$ cat src/rtl/pipe_buf_pkg.sv
// Shared definitions for the two-slot pipeline stage buffer: state encoding,
// default bubble control value and the per-cycle handshake event bundle.
package pipe_buf_pkg;

  typedef enum logic [1:0] {
    ST_EMPTY = 2'd0,
    ST_HALF  = 2'd1,
    ST_FULL  = 2'd2
  } buf_state_e;

  localparam int unsigned DEF_BUBBLE_CTRL = 0;

  typedef struct packed {
    logic acc;
    logic ret;
    logic flush;
  } buf_evt_t;

  // The state encoding doubles as the held-entry count.
  function automatic logic [1:0] occ_of(input buf_state_e s);
    return logic'(s == ST_FULL) ? 2'd2 : (s == ST_HALF) ? 2'd1 : 2'd0;
  endfunction

endpackage

$ cat src/rtl/pipe_stage_buf_if.sv
// Upstream/downstream handshake bundle of a pipeline stage buffer.
interface pipe_stage_buf_if #(
  parameter int DATA_W = 32,
  parameter int CTRL_W = 12,
  parameter int RD_W   = 6
);
  logic              in_valid;
  logic              in_ready;
  logic [DATA_W-1:0] in_data;
  logic [CTRL_W-1:0] in_ctrl;
  logic [RD_W-1:0]   in_rd;
  logic              out_valid;
  logic              out_ready;
  logic [DATA_W-1:0] out_data;
  logic [CTRL_W-1:0] out_ctrl;
  logic [RD_W-1:0]   out_rd;
  logic [1:0]        occupancy;

  // Environment side: feeds entries in, consumes entries out.
  modport master (
    output in_valid, in_data, in_ctrl, in_rd, out_ready,
    input  in_ready, out_valid, out_data, out_ctrl, out_rd, occupancy
  );

  // Buffer side.
  modport slave (
    input  in_valid, in_data, in_ctrl, in_rd, out_ready,
    output in_ready, out_valid, out_data, out_ctrl, out_rd, occupancy
  );
endinterface

$ cat src/rtl/pipe_stage_buf.sv
// Two-slot (main + skid) pipeline stage buffer with registered in_ready,
// bubble insertion on empty, and a synchronous highest-priority flush.
module pipe_stage_buf
  import pipe_buf_pkg::*;
#(
  parameter int               DATA_W      = 32,
  parameter int               CTRL_W      = 12,
  parameter int               RD_W        = 6,
  parameter logic [CTRL_W-1:0] BUBBLE_CTRL = CTRL_W'(DEF_BUBBLE_CTRL)
) (
  input  logic clk,
  input  logic rst,
  input  logic flush,
  pipe_stage_buf_if.slave bus
);

  buf_state_e        state_q, state_d;
  logic [DATA_W-1:0] main_data_q, main_data_d;
  logic [CTRL_W-1:0] main_ctrl_q, main_ctrl_d;
  logic [RD_W-1:0]   main_rd_q,   main_rd_d;
  logic [DATA_W-1:0] skid_data_q, skid_data_d;
  logic [CTRL_W-1:0] skid_ctrl_q, skid_ctrl_d;
  logic [RD_W-1:0]   skid_rd_q,   skid_rd_d;

  logic     in_ready_w, out_valid_w;
  buf_evt_t evt;

  // Handshake flags depend on registered state only, so no input reaches in_ready.
  assign in_ready_w  = (state_q != ST_FULL);
  assign out_valid_w = (state_q != ST_EMPTY);

  assign evt.acc   = bus.in_valid && in_ready_w;
  assign evt.ret   = out_valid_w && bus.out_ready;
  assign evt.flush = flush;

  always_comb begin
    state_d     = state_q;
    main_data_d = main_data_q;
    main_ctrl_d = main_ctrl_q;
    main_rd_d   = main_rd_q;
    skid_data_d = skid_data_q;
    skid_ctrl_d = skid_ctrl_q;
    skid_rd_d   = skid_rd_q;

    if (evt.flush) begin
      // Squash both slots; the bubble is loaded into main so outputs stay registered.
      state_d     = ST_EMPTY;
      main_ctrl_d = BUBBLE_CTRL;
      main_rd_d   = '0;
      skid_data_d = '0;
      skid_ctrl_d = '0;
      skid_rd_d   = '0;
    end else begin
      case (state_q)
        ST_EMPTY: begin
          if (evt.acc) begin
            state_d     = ST_HALF;
            main_data_d = bus.in_data;
            main_ctrl_d = bus.in_ctrl;
            main_rd_d   = bus.in_rd;
          end
        end
        ST_HALF: begin
          case ({evt.acc, evt.ret})
            2'b11: begin
              main_data_d = bus.in_data;
              main_ctrl_d = bus.in_ctrl;
              main_rd_d   = bus.in_rd;
            end
            2'b10: begin
              state_d     = ST_FULL;
              skid_data_d = bus.in_data;
              skid_ctrl_d = bus.in_ctrl;
              skid_rd_d   = bus.in_rd;
            end
            2'b01: begin
              // Data is left as-is; only ctrl/rd must show a bubble.
              state_d     = ST_EMPTY;
              main_ctrl_d = BUBBLE_CTRL;
              main_rd_d   = '0;
            end
            default: ;
          endcase
        end
        ST_FULL: begin
          if (evt.ret) begin
            state_d     = ST_HALF;
            main_data_d = skid_data_q;
            main_ctrl_d = skid_ctrl_q;
            main_rd_d   = skid_rd_q;
          end
        end
        default: state_d = ST_EMPTY;
      endcase
    end
  end

  always_ff @(posedge clk or posedge rst) begin
    if (rst) begin
      state_q     <= ST_EMPTY;
      main_data_q <= '0;
      main_ctrl_q <= BUBBLE_CTRL;
      main_rd_q   <= '0;
      skid_data_q <= '0;
      skid_ctrl_q <= '0;
      skid_rd_q   <= '0;
    end else begin
      state_q     <= state_d;
      main_data_q <= main_data_d;
      main_ctrl_q <= main_ctrl_d;
      main_rd_q   <= main_rd_d;
      skid_data_q <= skid_data_d;
      skid_ctrl_q <= skid_ctrl_d;
      skid_rd_q   <= skid_rd_d;
    end
  end

  assign bus.in_ready  = in_ready_w;
  assign bus.out_valid = out_valid_w;
  assign bus.out_data  = main_data_q;
  assign bus.out_ctrl  = main_ctrl_q;
  assign bus.out_rd    = main_rd_q;
  assign bus.occupancy = occ_of(state_q);

endmodule
$ cat src/flat_wrapper.sv
// flat-port wrapper written by rule: the top's interface ports become plain ports
module pipe_stage_buf_flat import pipe_buf_pkg::*;
#(
  parameter int               DATA_W      = 32,
  parameter int               CTRL_W      = 12,
  parameter int               RD_W        = 6,
  parameter logic [CTRL_W-1:0] BUBBLE_CTRL = CTRL_W'(DEF_BUBBLE_CTRL)
)
  (clk, rst, flush, bus_in_valid, bus_in_data, bus_in_ctrl, bus_in_rd, bus_out_ready, bus_in_ready, bus_out_valid, bus_out_data, bus_out_ctrl, bus_out_rd, bus_occupancy);
  pipe_stage_buf_if #(.DATA_W(DATA_W), .CTRL_W(CTRL_W), .RD_W(RD_W)) bus_i ();
  input  logic clk;
  input  logic rst;
  input  logic flush;
  input wire logic [$bits(bus_i.in_valid)-1:0] bus_in_valid;
  input wire logic [$bits(bus_i.in_data)-1:0] bus_in_data;
  input wire logic [$bits(bus_i.in_ctrl)-1:0] bus_in_ctrl;
  input wire logic [$bits(bus_i.in_rd)-1:0] bus_in_rd;
  input wire logic [$bits(bus_i.out_ready)-1:0] bus_out_ready;
  output wire logic [$bits(bus_i.in_ready)-1:0] bus_in_ready;
  output wire logic [$bits(bus_i.out_valid)-1:0] bus_out_valid;
  output wire logic [$bits(bus_i.out_data)-1:0] bus_out_data;
  output wire logic [$bits(bus_i.out_ctrl)-1:0] bus_out_ctrl;
  output wire logic [$bits(bus_i.out_rd)-1:0] bus_out_rd;
  output wire logic [$bits(bus_i.occupancy)-1:0] bus_occupancy;
  assign bus_i.in_valid = bus_in_valid;
  assign bus_i.in_data = bus_in_data;
  assign bus_i.in_ctrl = bus_in_ctrl;
  assign bus_i.in_rd = bus_in_rd;
  assign bus_i.out_ready = bus_out_ready;
  assign bus_in_ready = bus_i.in_ready;
  assign bus_out_valid = bus_i.out_valid;
  assign bus_out_data = bus_i.out_data;
  assign bus_out_ctrl = bus_i.out_ctrl;
  assign bus_out_rd = bus_i.out_rd;
  assign bus_occupancy = bus_i.occupancy;
  pipe_stage_buf #(.DATA_W(DATA_W), .CTRL_W(CTRL_W), .RD_W(RD_W), .BUBBLE_CTRL(BUBBLE_CTRL)) u_core (.clk(clk), .rst(rst), .flush(flush), .bus(bus_i));
endmodule
$ cat config.mk
export PLATFORM = sky130hd
export DESIGN_NAME = pipe_stage_buf_flat
export DESIGN_NICKNAME = d
export VERILOG_FILES = /design/src/rtl/pipe_buf_pkg.sv /design/src/rtl/pipe_stage_buf_if.sv /design/src/rtl/pipe_stage_buf.sv /design/src/flat_wrapper.sv
export SDC_FILE = /design/constraint.sdc
export NUM_CORES = 1
export LEC_CHECK = 0
export BUFFER_PORTS_ARGS = -buffer_cell sky130_fd_sc_hd__buf_2
export CAP_MARGIN = 20
export CORE_ASPECT_RATIO = 1.4
export CORE_MARGIN = 2
export CORE_UTILIZATION = 45
export CTS_BUF_LIST = sky130_fd_sc_hd__clkbuf_16
export DETAILED_ROUTE_END_ITERATION = 8
export GPL_ROUTABILITY_DRIVEN = 0
export PLACE_DENSITY = 0.69
export REMOVE_ABC_BUFFERS = 1
export SKIP_CTS_REPAIR_TIMING = 1
export SYNTH_ARGS = -nofsm -noshare
export SYNTH_HDL_FRONTEND = slang
export SYNTH_SLANG_ARGS = --single-unit
export TNS_END_PERCENT = 1
$ cat constraint.sdc
create_clock -name clk -period 4.75 [get_ports clk]
set_input_delay 0.95 -clock clk [delete_from_list [all_inputs] [get_ports clk]]
set_output_delay 0.95 -clock clk [all_outputs]
set_load 0.01 [all_outputs]
==> results of run 1 <==
-- critical path: stages (launching register included) --
cell and delay, ns:
dfrtp_1 0.40, inv_1 0.14, ha_2 0.80, buf_2 0.28
-- report_power, final --
group / switching, mW / leakage, nW / internal, mW
clock network: 0.304 / 0.143 / 0.400
logic: 0.698 / 1.05 / 0.547
registers: 0.135 / 1.33 / 1.13
total: 1.14 / 2.52 / 2.08
-- layout make-up --
cell class	instances	area share, %
clock buffers	9	3.98
clock inverters	7	1.02
inverters	7	0.508
multi-input cells	319	35.4
flip-flops and latches	102	45.1
well taps	138	3.05
repair buffers	114	10.9
-- per-layer routing --
metal / up-vias / share of wire, % / global-route usage (%)
met3: 14 / 5.2 / 3.13
met1: 1765 / 43 / 22.7
met4: 0 / 2.2 / 7.78
li1: 1766 / - / -
met5: - / 0 / 0
met2: 106 / 49 / 31.4
-- synth_stat cells (all sizes together) --
| library cell | number | share of area (%) |
|---|---|---|
| nand2 | 121 | 9.6 |
| dfrtp | 102 | 54 |
| mux2 | 64 | 15 |
| a21oi | 53 | 5.6 |
| clkbuf | 26 | 2.1 |
| nor2 | 22 | 1.7 |
| o21ai | 19 | 2.0 |
| a311oi | 18 | 3.3 |
| buf | 8 | 1.5 |
| inv | 7 | 0.55 |
| ha | 5 | 1.3 |
| o2bb2ai | 2 | 0.50 |
| a211o | 1 | 0.18 |
| a211oi | 1 | 0.42 |
| and2 | 1 | 0.13 |
| and2b | 1 | 0.16 |
| mux2i | 1 | 0.21 |
| nand2b | 1 | 0.13 |
| nand3 | 1 | 0.11 |
| nand3b | 1 | 0.16 |
| nor2b | 1 | 0.13 |
| nor4b | 1 | 0.32 |
| o21a | 1 | 0.16 |
| o21bai | 1 | 0.16 |
| o221ai | 1 | 0.18 |
| o22ai | 1 | 0.13 |
| or3 | 1 | 0.13 |
-- final timing paths --
| kind | startpoint | endpoint | slack (ns) |
|---|---|---|---|
| worst min register to register | u_core.bus.out_data[17] | u_core.bus.out_data[17] | 0.50 |
| max in group asynchronous | rst | u_core.skid_data_q[14] | 3.01 |
| worst max register to register | u_core.state_q[0] | u_core.bus.out_data[23] | 1.96 |
| worst min-delay path | u_core.bus.out_data[17] | u_core.bus.out_data[17] | 0.50 |
| min in group asynchronous | rst | u_core.bus.out_rd[5] | 0.79 |
| worst max-delay path | u_core.state_q[0] | bus_occupancy[1] | 1.83 |
-- cells by family after synthesis --
group / count (synthesis) / synth area share, %
compound gates: 98 / 12.7
mux: 65 / 15.4
simple gates: 151 / 12.6
fa+ha+maj: 5 / 1.32
buf+inv: 41 / 4.17
flops: 102 / 53.8
-- sequential cells by signal, indices dropped and copies added, names as in the netlist --
register and count:
u_core.bus.out_ctrl 12, u_core.skid_ctrl_q 12, u_core.skid_rd_q 6, u_core.bus.out_data 32
u_core.bus.out_rd 6, u_core.skid_data_q 32, u_core.state_q 2
==> impl_metrics.yaml, run 1 <==
critical_path:
  cp-end-kind: "primary output"
  worstRegToRegCells: 7
  worstPathMaxFanout: 38
  crit_required_ns: 3.80
  startpoint_type: "flip-flop"
  crit_type: "reg -> out"
  cp.arrival_ns: 1.97
timing:
  hold_ws_ns: 0.500
  max_freq_ghz: 0.343
  hold_violations: 0
  drv_slew: 0
  worstMarginPinSlew_ns: 0.896
  layout_min_cycle_time_ns: 2.92
  relSlewSlack_pct: 40.3
  skew_ns: 0.00488
  rsz0062_at_grt: "false"
  setup-violations-final: 0
  fin_crit_sh_pct: 61.4
  finalSetupTns_ns: 0
  finalWorstSetupSlack_ns: 1.83
power:
  p_per_area_nw_per_um2: 568
  ir_worst_vdd_mv: 0.239
  power_mw: 3.22
  leakage_nw: 2.52
min_path:
  hold_depth: 1
  hp-class: "reg -> reg"
yosys:
  syn_area_um2: 4740
  synth-seq-cells: 102
  syn_inst: 462
  ys_types: 32
  yosys_warnings: 0
  ys_seq_area_share_pct: 53.8
  avgSynthCellArea_um2: 10.3
clocking:
  clk_pin_slew_ns: 0.07
  clock-root-buffer: "clkbuf_16"
  cts_tree: "done"
  cts.sinks: 102
  cts_made_buffers: 9
  clk_path_buf_depth: 2
  htreeDepth: 3
  worst_skew_pair.late_latency_ns: 0.34
final_layout:
  syn2layout_area_growth_pct: 19.4
  instances_no_fill: 696
  final_cell_area_um2: 5660
  fin_util_pct: 55.0
  fill_cells: 960
  drive_above_1_share_pct: 34.9
  fin_nets: 613
  seq_area_um2: 2550
  n_antenna_cell: 0
  multi_input_area_um2: 2010
  final_cell_mix: "nand2_1 (121), buf_2 (108), dfrtp_1 (102)"
  final_common_cell: "nand2_1"
detailed_routing:
  drtIter0Drc: 164
  dr_total_vias: 3651
  ant_nets: 0
  wl_per_cell_um: 15.0
  route.detailed.drc: 0
  drtPass1Iterations: 4
  wirelength_um: 10400
  avgViaCountPerCell: 5.25
grt:
  overflow: 0
  first_global_vias: 3482
  grt_usage_pct: 18.3
  grt_pass1_wl_um: 16900
  antenna_found_initial: 0
  grt_max_degree: 73
die:
  die_w_um: 90.7
  dieArea_um2: 11400
  num_rows: 44
  core_um2: 10300
  die_height_um: 125
  ios: 109
  start_util_pct: 46.1
place:
  port_buffers: 108
  hpwlAfterDp_um: 6810
  placed_area_um2: 5350
  preCtsSetupSlack_ns: 1.94
  numPlacedInstances: 679
status:
  status: "finished, final reports clean"
flow_run:
  drv_cap: 0
(Power assumes the default switching activity.)
==> run 2, diff against run 1 <==
==> constraint.sdc (replaced) <==
create_clock -name clk -period 2.95 [get_ports clk]
set_input_delay 0.59 -clock clk [delete_from_list [all_inputs] [get_ports clk]]
set_output_delay 0.59 -clock clk [all_outputs]
set_load 0.01 [all_outputs]
==> run 2 against run 1 <==
Non-clock buffer count is 4 higher. Total power is 66% higher. Via count is 1.9% higher. Cell area is 1.1% higher. Clock skew is 0.0026 ns higher. Largest power group unchanged.
==> impl_metrics.yaml, run 2 (synthesis results as in run 1) <==
die:
  ios: 109
  num_rows: 44
  core_um2: 10300
  die_height_um: 125
  dieArea_um2: 11400
  die_w_um: 90.7
  start_util_pct: 46.1
critical_path:
  cp-end-kind: "primary output"
  startpoint: "u_core.state_q[0]"
  max_stage_delay_ns: 0.47
  path_buf_inv: 3
  path_delay_family: "buffers and inverters"
  crit_chain: "inv_1 -> ha_2 -> buf_4 -> buf_2"
  worstReg2RegStart: "u_core.state_q[0]"
  crit_type: "reg -> out"
  critPathSlowestCell: "ha_2"
  startpoint_type: "flip-flop"
  worstPathMaxFanout: 20
  crit_required_ns: 2.36
  cp.arrival_ns: 1.93
timing:
  drv_slew: 0
  rsz0062_at_grt: "false"
  finalSetupTns_ns: 0
  hold_violations: 0
  worstMarginPinSlew_ns: 0.699
  setup-violations-final: 0
  layout_min_cycle_time_ns: 2.52
  fin_crit_sh_pct: 85.6
  max_freq_ghz: 0.396
  skew_ns: 0.00744
  relSlewSlack_pct: 53.4
detailed_routing:
  route.detailed.drc: 0
  dr_total_vias: 3722
  drtIter0Drc: 185
  wirelength_um: 11000
  wl_per_cell_um: 15.7
  avgViaCountPerCell: 5.32
  drtPass1Iterations: 5
  ant_nets: 0
place:
  port_buffers: 108
  hpwlAfterDp_um: 7370
  numPlacedInstances: 684
status:
  status: "finished, final reports clean"
clocking:
  cts_made_buffers: 9
  cts.sinks: 102
  worst_skew_pair.late_latency_ns: 0.34
  clk_pin_slew_ns: 0.07
  htreeDepth: 3
  clk_path_buf_depth: 2
  clock-root-buffer: "clkbuf_16"
  cts_tree: "done"
final_layout:
  n_antenna_cell: 0
  final_common_cell: "nand2_1"
  syn2layout_area_growth_pct: 20.7
  fin_nets: 617
  drive_above_1_share_pct: 35.9
  instances_no_fill: 700
  fill_cells: 945
  final_cell_mix: "nand2_1 (121), buf_2 (108), dfrtp_1 (102)"
  fin_util_pct: 55.6
flow_run:
  drv_cap: 0
power:
  leakage_nw: 2.55
  ir_worst_vdd_mv: 0.414
  p_per_area_nw_per_um2: 931
grt:
  grt_usage_pct: 19.9
  grt_busiest_layer: "met2"
  grt_max_degree: 54
  overflow: 0
  use_met1_pct: 25.3
  antenna_found_initial: 0
  first_global_vias: 3655
  grtUsageMet2_pct: 33.4
  grt_pass1_wl_um: 18100
  use_met3_pct: 3.25
min_path:
  hp-class: "in -> async"
==> run 2: cell count changes in the layout (fill, tap and decap cells not counted), sizes merged <==
| cell | previous run | this run |
|---|---|---|
| buf | 114 | 118 |
| bufinv | 1 | 2 |
| clkinvlp | 1 | 0 |
==> run 2: final timing paths <==
kind	to	slack (ns)	cells after the start
worst min register to register	u_core.bus.out_data[21]	0.50	1
worst min-delay path	u_core.skid_ctrl_q[5]	0.35	2
worst max register to register	u_core.bus.out_data[13]	0.56	7
worst max-delay path	bus_occupancy[1]	0.43	4
min in group clk	u_core.skid_data_q[7]	0.49	3
max in group asynchronous	u_core.bus.out_data[24]	1.90	3
==> run 2: worst reg2reg max path, delay by kind of cell, from the launching register on <==
kind | cells | cell delay, ns
AND/OR/NAND/NOR | 1 | 0.36
flip-flops | 1 | 0.39
adder cells (fa/ha/maj) | 1 | 0.34
multiplexers | 1 | 0.39
buffers and inverters | 2 | 0.40
AO/OA/AOI/OAI | 2 | 0.39
==> run 2: per-stage QoR <==
step | power [mW] | area, um2 | setup WS (ns) | hold slack [ns]
global route | 5.66 | 5720 | 0.307 | 0.418
global placement | 4.03 | 5400 | 0.683 | 0.488
finish | 5.33 | 5720 | 0.425 | 0.355
detailed placement | 4.10 | 5400 | 0.572 | 0.492
floorplan | 3.31 | 4570 | -0.427 | 0.491
CTS | 5.39 | 5720 | 0.400 | 0.382
==> run 2: cell type report <==
class	instances	area, um2	share of cell area, %
clock inverter	7	95.1	1.66
inverter	7	28.8	0.503
timing repair buffer	118	641	11.2
clock buffer	9	225	3.94
sequential	102	2550	44.6
multi-input combinational	319	2010	35.1
tap	138	173	3.02
==> run 2: power by group <==
| group | switching (mW) | internal (mW) | total (mW) | leakage [nW] |
|---|---|---|---|---|
| clock | 0.525 | 0.747 | 1.27 | 0.158 |
| sequential | 0.227 | 1.82 | 2.05 | 1.33 |
| combinational | 1.12 | 0.883 | 2.01 | 1.06 |
==> run 2: metal layers <==
layer	up-vias	part of all wire, %	wire [um]
met3	18	5.1	563
li1	1773	-	-
met2	129	50	5510
met5	-	0	0
met4	0	2.2	244
met1	1802	42	4670
==> run 3, diff against run 2 <==
--- a/config.mk
+++ b/config.mk
@@ -5,7 +5,7 @@
 export SDC_FILE = /design/constraint.sdc
 export NUM_CORES = 1
 export LEC_CHECK = 0
-export BUFFER_PORTS_ARGS = -buffer_cell sky130_fd_sc_hd__buf_2
+export BUFFER_PORTS_ARGS = -buffer_cell sky130_fd_sc_hd__buf_4
 export CAP_MARGIN = 20
 export CORE_ASPECT_RATIO = 1.4
 export CORE_MARGIN = 2
==> constraint.sdc (replaced) <==
create_clock -name clk -period 3 [get_ports clk]
set_input_delay 0.6 -clock clk [delete_from_list [all_inputs] [get_ports clk]]
set_output_delay 0.6 -clock clk [all_outputs]
set_load 0.01 [all_outputs]
==> run 3 against run 2 <==
Routed wire length fell by 1.4%. Largest power group is now combinational cells. Critical path depth rose by 3. Combinational power rose by 7%. Clock skew barely moved. Critical endpoint is now u_core.skid_data_q[8]. Critical path type is now reg -> reg. Non-clock buffer count did not move. Highest routed layer unchanged. Flip-flop and latch count did not move. Die area did not move. Clock power fell by 17%. First-iteration DRC count fell by 11%.
==> impl_metrics.yaml, run 3 (synthesis results as in run 1) <==
detailed_routing:
  drtIter0Drc: 164
  wirelength_um: 10800
  drtPass1Iterations: 4
  dr_total_vias: 3647
  avgViaCountPerCell: 5.22
  route.detailed.drc: 0
  ant_nets: 0
  wl_per_cell_um: 15.5
timing:
  fin_crit_sh_pct: 79.7
  setup-violations-final: 0
  finalSetupTns_ns: 0
  rsz0062_at_grt: "false"
  relSlewSlack_pct: 52.7
  hold_violations: 0
  skew_ns: 0.00719
  max_freq_ghz: 0.418
  worstMarginPinSlew_ns: 0.709
  layout_min_cycle_time_ns: 2.39
  drv_slew: 0
grt:
  grt_pass1_wl_um: 18300
  first_global_vias: 3724
  overflow: 0
  grt_max_degree: 54
  grt_usage_pct: 19.9
  antenna_found_initial: 0
critical_path:
  reg2reg_setup_slack_ns: 0.61
  cp.arrival_ns: 2.64
  worstReg2RegStart: "u_core.state_q[1]"
  crit_required_ns: 3.25
  critPathSlowestCell: "nor2_4"
  crit_chain: "inv_1 -> ha_1 -> nand3b_1 -> nor2_4 -> buf_4 -> nand2_1 -> a21oi_1"
  max_stage_delay_ns: 0.54
  startpoint_type: "flip-flop"
  worstPathMaxFanout: 22
  crit_type: "reg -> reg"
  worstRegToRegCells: 7
  cp-end-kind: "flip-flop"
  startpoint: "u_core.state_q[1]"
  r2r-end: "u_core.skid_data_q[8]"
  cp-endpoint: "u_core.skid_data_q[8]"
clocking:
  cts_tree: "done"
  clk_path_buf_depth: 2
  htreeDepth: 3
  worst_skew_pair.late_latency_ns: 0.34
  clock-root-buffer: "clkbuf_16"
  cts_made_buffers: 9
  clk_pin_slew_ns: 0.07
  cts.sinks: 102
place:
  port_buffers: 108
  placed_area_um2: 5660
  hpwlAfterDp_um: 7350
power:
  leakage_nw: 2.60
  p_per_area_nw_per_um2: 885
  ir_worst_vdd_mv: 0.425
min_path:
  hp-class: "in -> async"
final_layout:
  n_antenna_cell: 0
  final_cell_mix: "nand2_1 (121), buf_4 (117), dfrtp_1 (102)"
  drive_above_1_share_pct: 35.8
  fin_nets: 617
  final_cell_area_um2: 5920
  final_common_cell: "nand2_1"
  syn2layout_area_growth_pct: 24.9
die:
  ios: 109
  die_height_um: 125
  dieArea_um2: 11400
  die_w_um: 90.7
  start_util_pct: 46.1
  core_um2: 10300
  num_rows: 44
flow_run:
  drv_cap: 0
status:
  status: "finished, final reports clean"
-- run 3: cell types whose count changed in the layout (fill, tap and decap cells not counted), sizes merged --
cell and change:
bufinv -2, clkinvlp +2, inv -1
-- run 3: worst max-delay path: cells and delay by family, from the launching register on --
kind	cells	cell delay, ns
and+or+nand+nor	3	0.89
buffers and inverters	2	0.46
DFF	1	0.42
adders and majority gates	1	0.37
AOI/OAI and AO/OA	1	0.16
-- run 3: worst min-delay path by stage --
stage                                        from                       to  slack (ns)  cells after the start
after global placement    u_core.bus.out_data[25]  u_core.bus.out_data[25]        0.50                      1
after global routing                          rst     u_core.bus.out_rd[3]        0.43                      2
final                                         rst  u_core.bus.out_ctrl[11]        0.37                      2
after CTS                                     rst  u_core.bus.out_ctrl[11]        0.39                      2
after floorplan             u_core.skid_data_q[0]    u_core.skid_data_q[0]        0.49                      2
after detailed placement  u_core.bus.out_data[20]  u_core.bus.out_data[20]        0.50                      1
-- run 3: where the power goes --
group          internal [mW]  total (mW)  switching, mW
clock                  0.555        1.05          0.496
sequential              1.79        2.03          0.241
combinational           1.06        2.15           1.10
total                   3.41        5.24           1.83
-- run 3: final cells by class --
cell class	count	area, um2
Clock inverter	6	37.5
Clock buffer	9	225
Inverter	7	28.8
Timing Repair Buffer	118	898
Tap cell	138	173
Multi-Input combinational cell	319	2010
Fill cell	926	4370
Sequential cell	102	2550
-- run 3: routing by layer --
layer  wire length (um)  global-route usage (%)
met1               4640                    25.4
met5                  0                       0
met3                479                    3.19
met2               5570                    33.6
met4                143                    8.51
-- run 3: per-stage QoR --
stage          setup slack [ns]  power [mW]  utilization, %  std cells  hold slack (ns)
2_1_floorplan            -0.377        3.25               -        428            0.491
3_3_place_gp              0.730        4.18            55.0        684            0.496
3_5_place_dp              0.619        4.24            55.0        684            0.500
4_1_cts                   0.614        5.29            57.5        699            0.393
5_1_grt                   0.441        5.59            57.5        699            0.430
6_report                  0.608        5.24            57.5        699            0.374
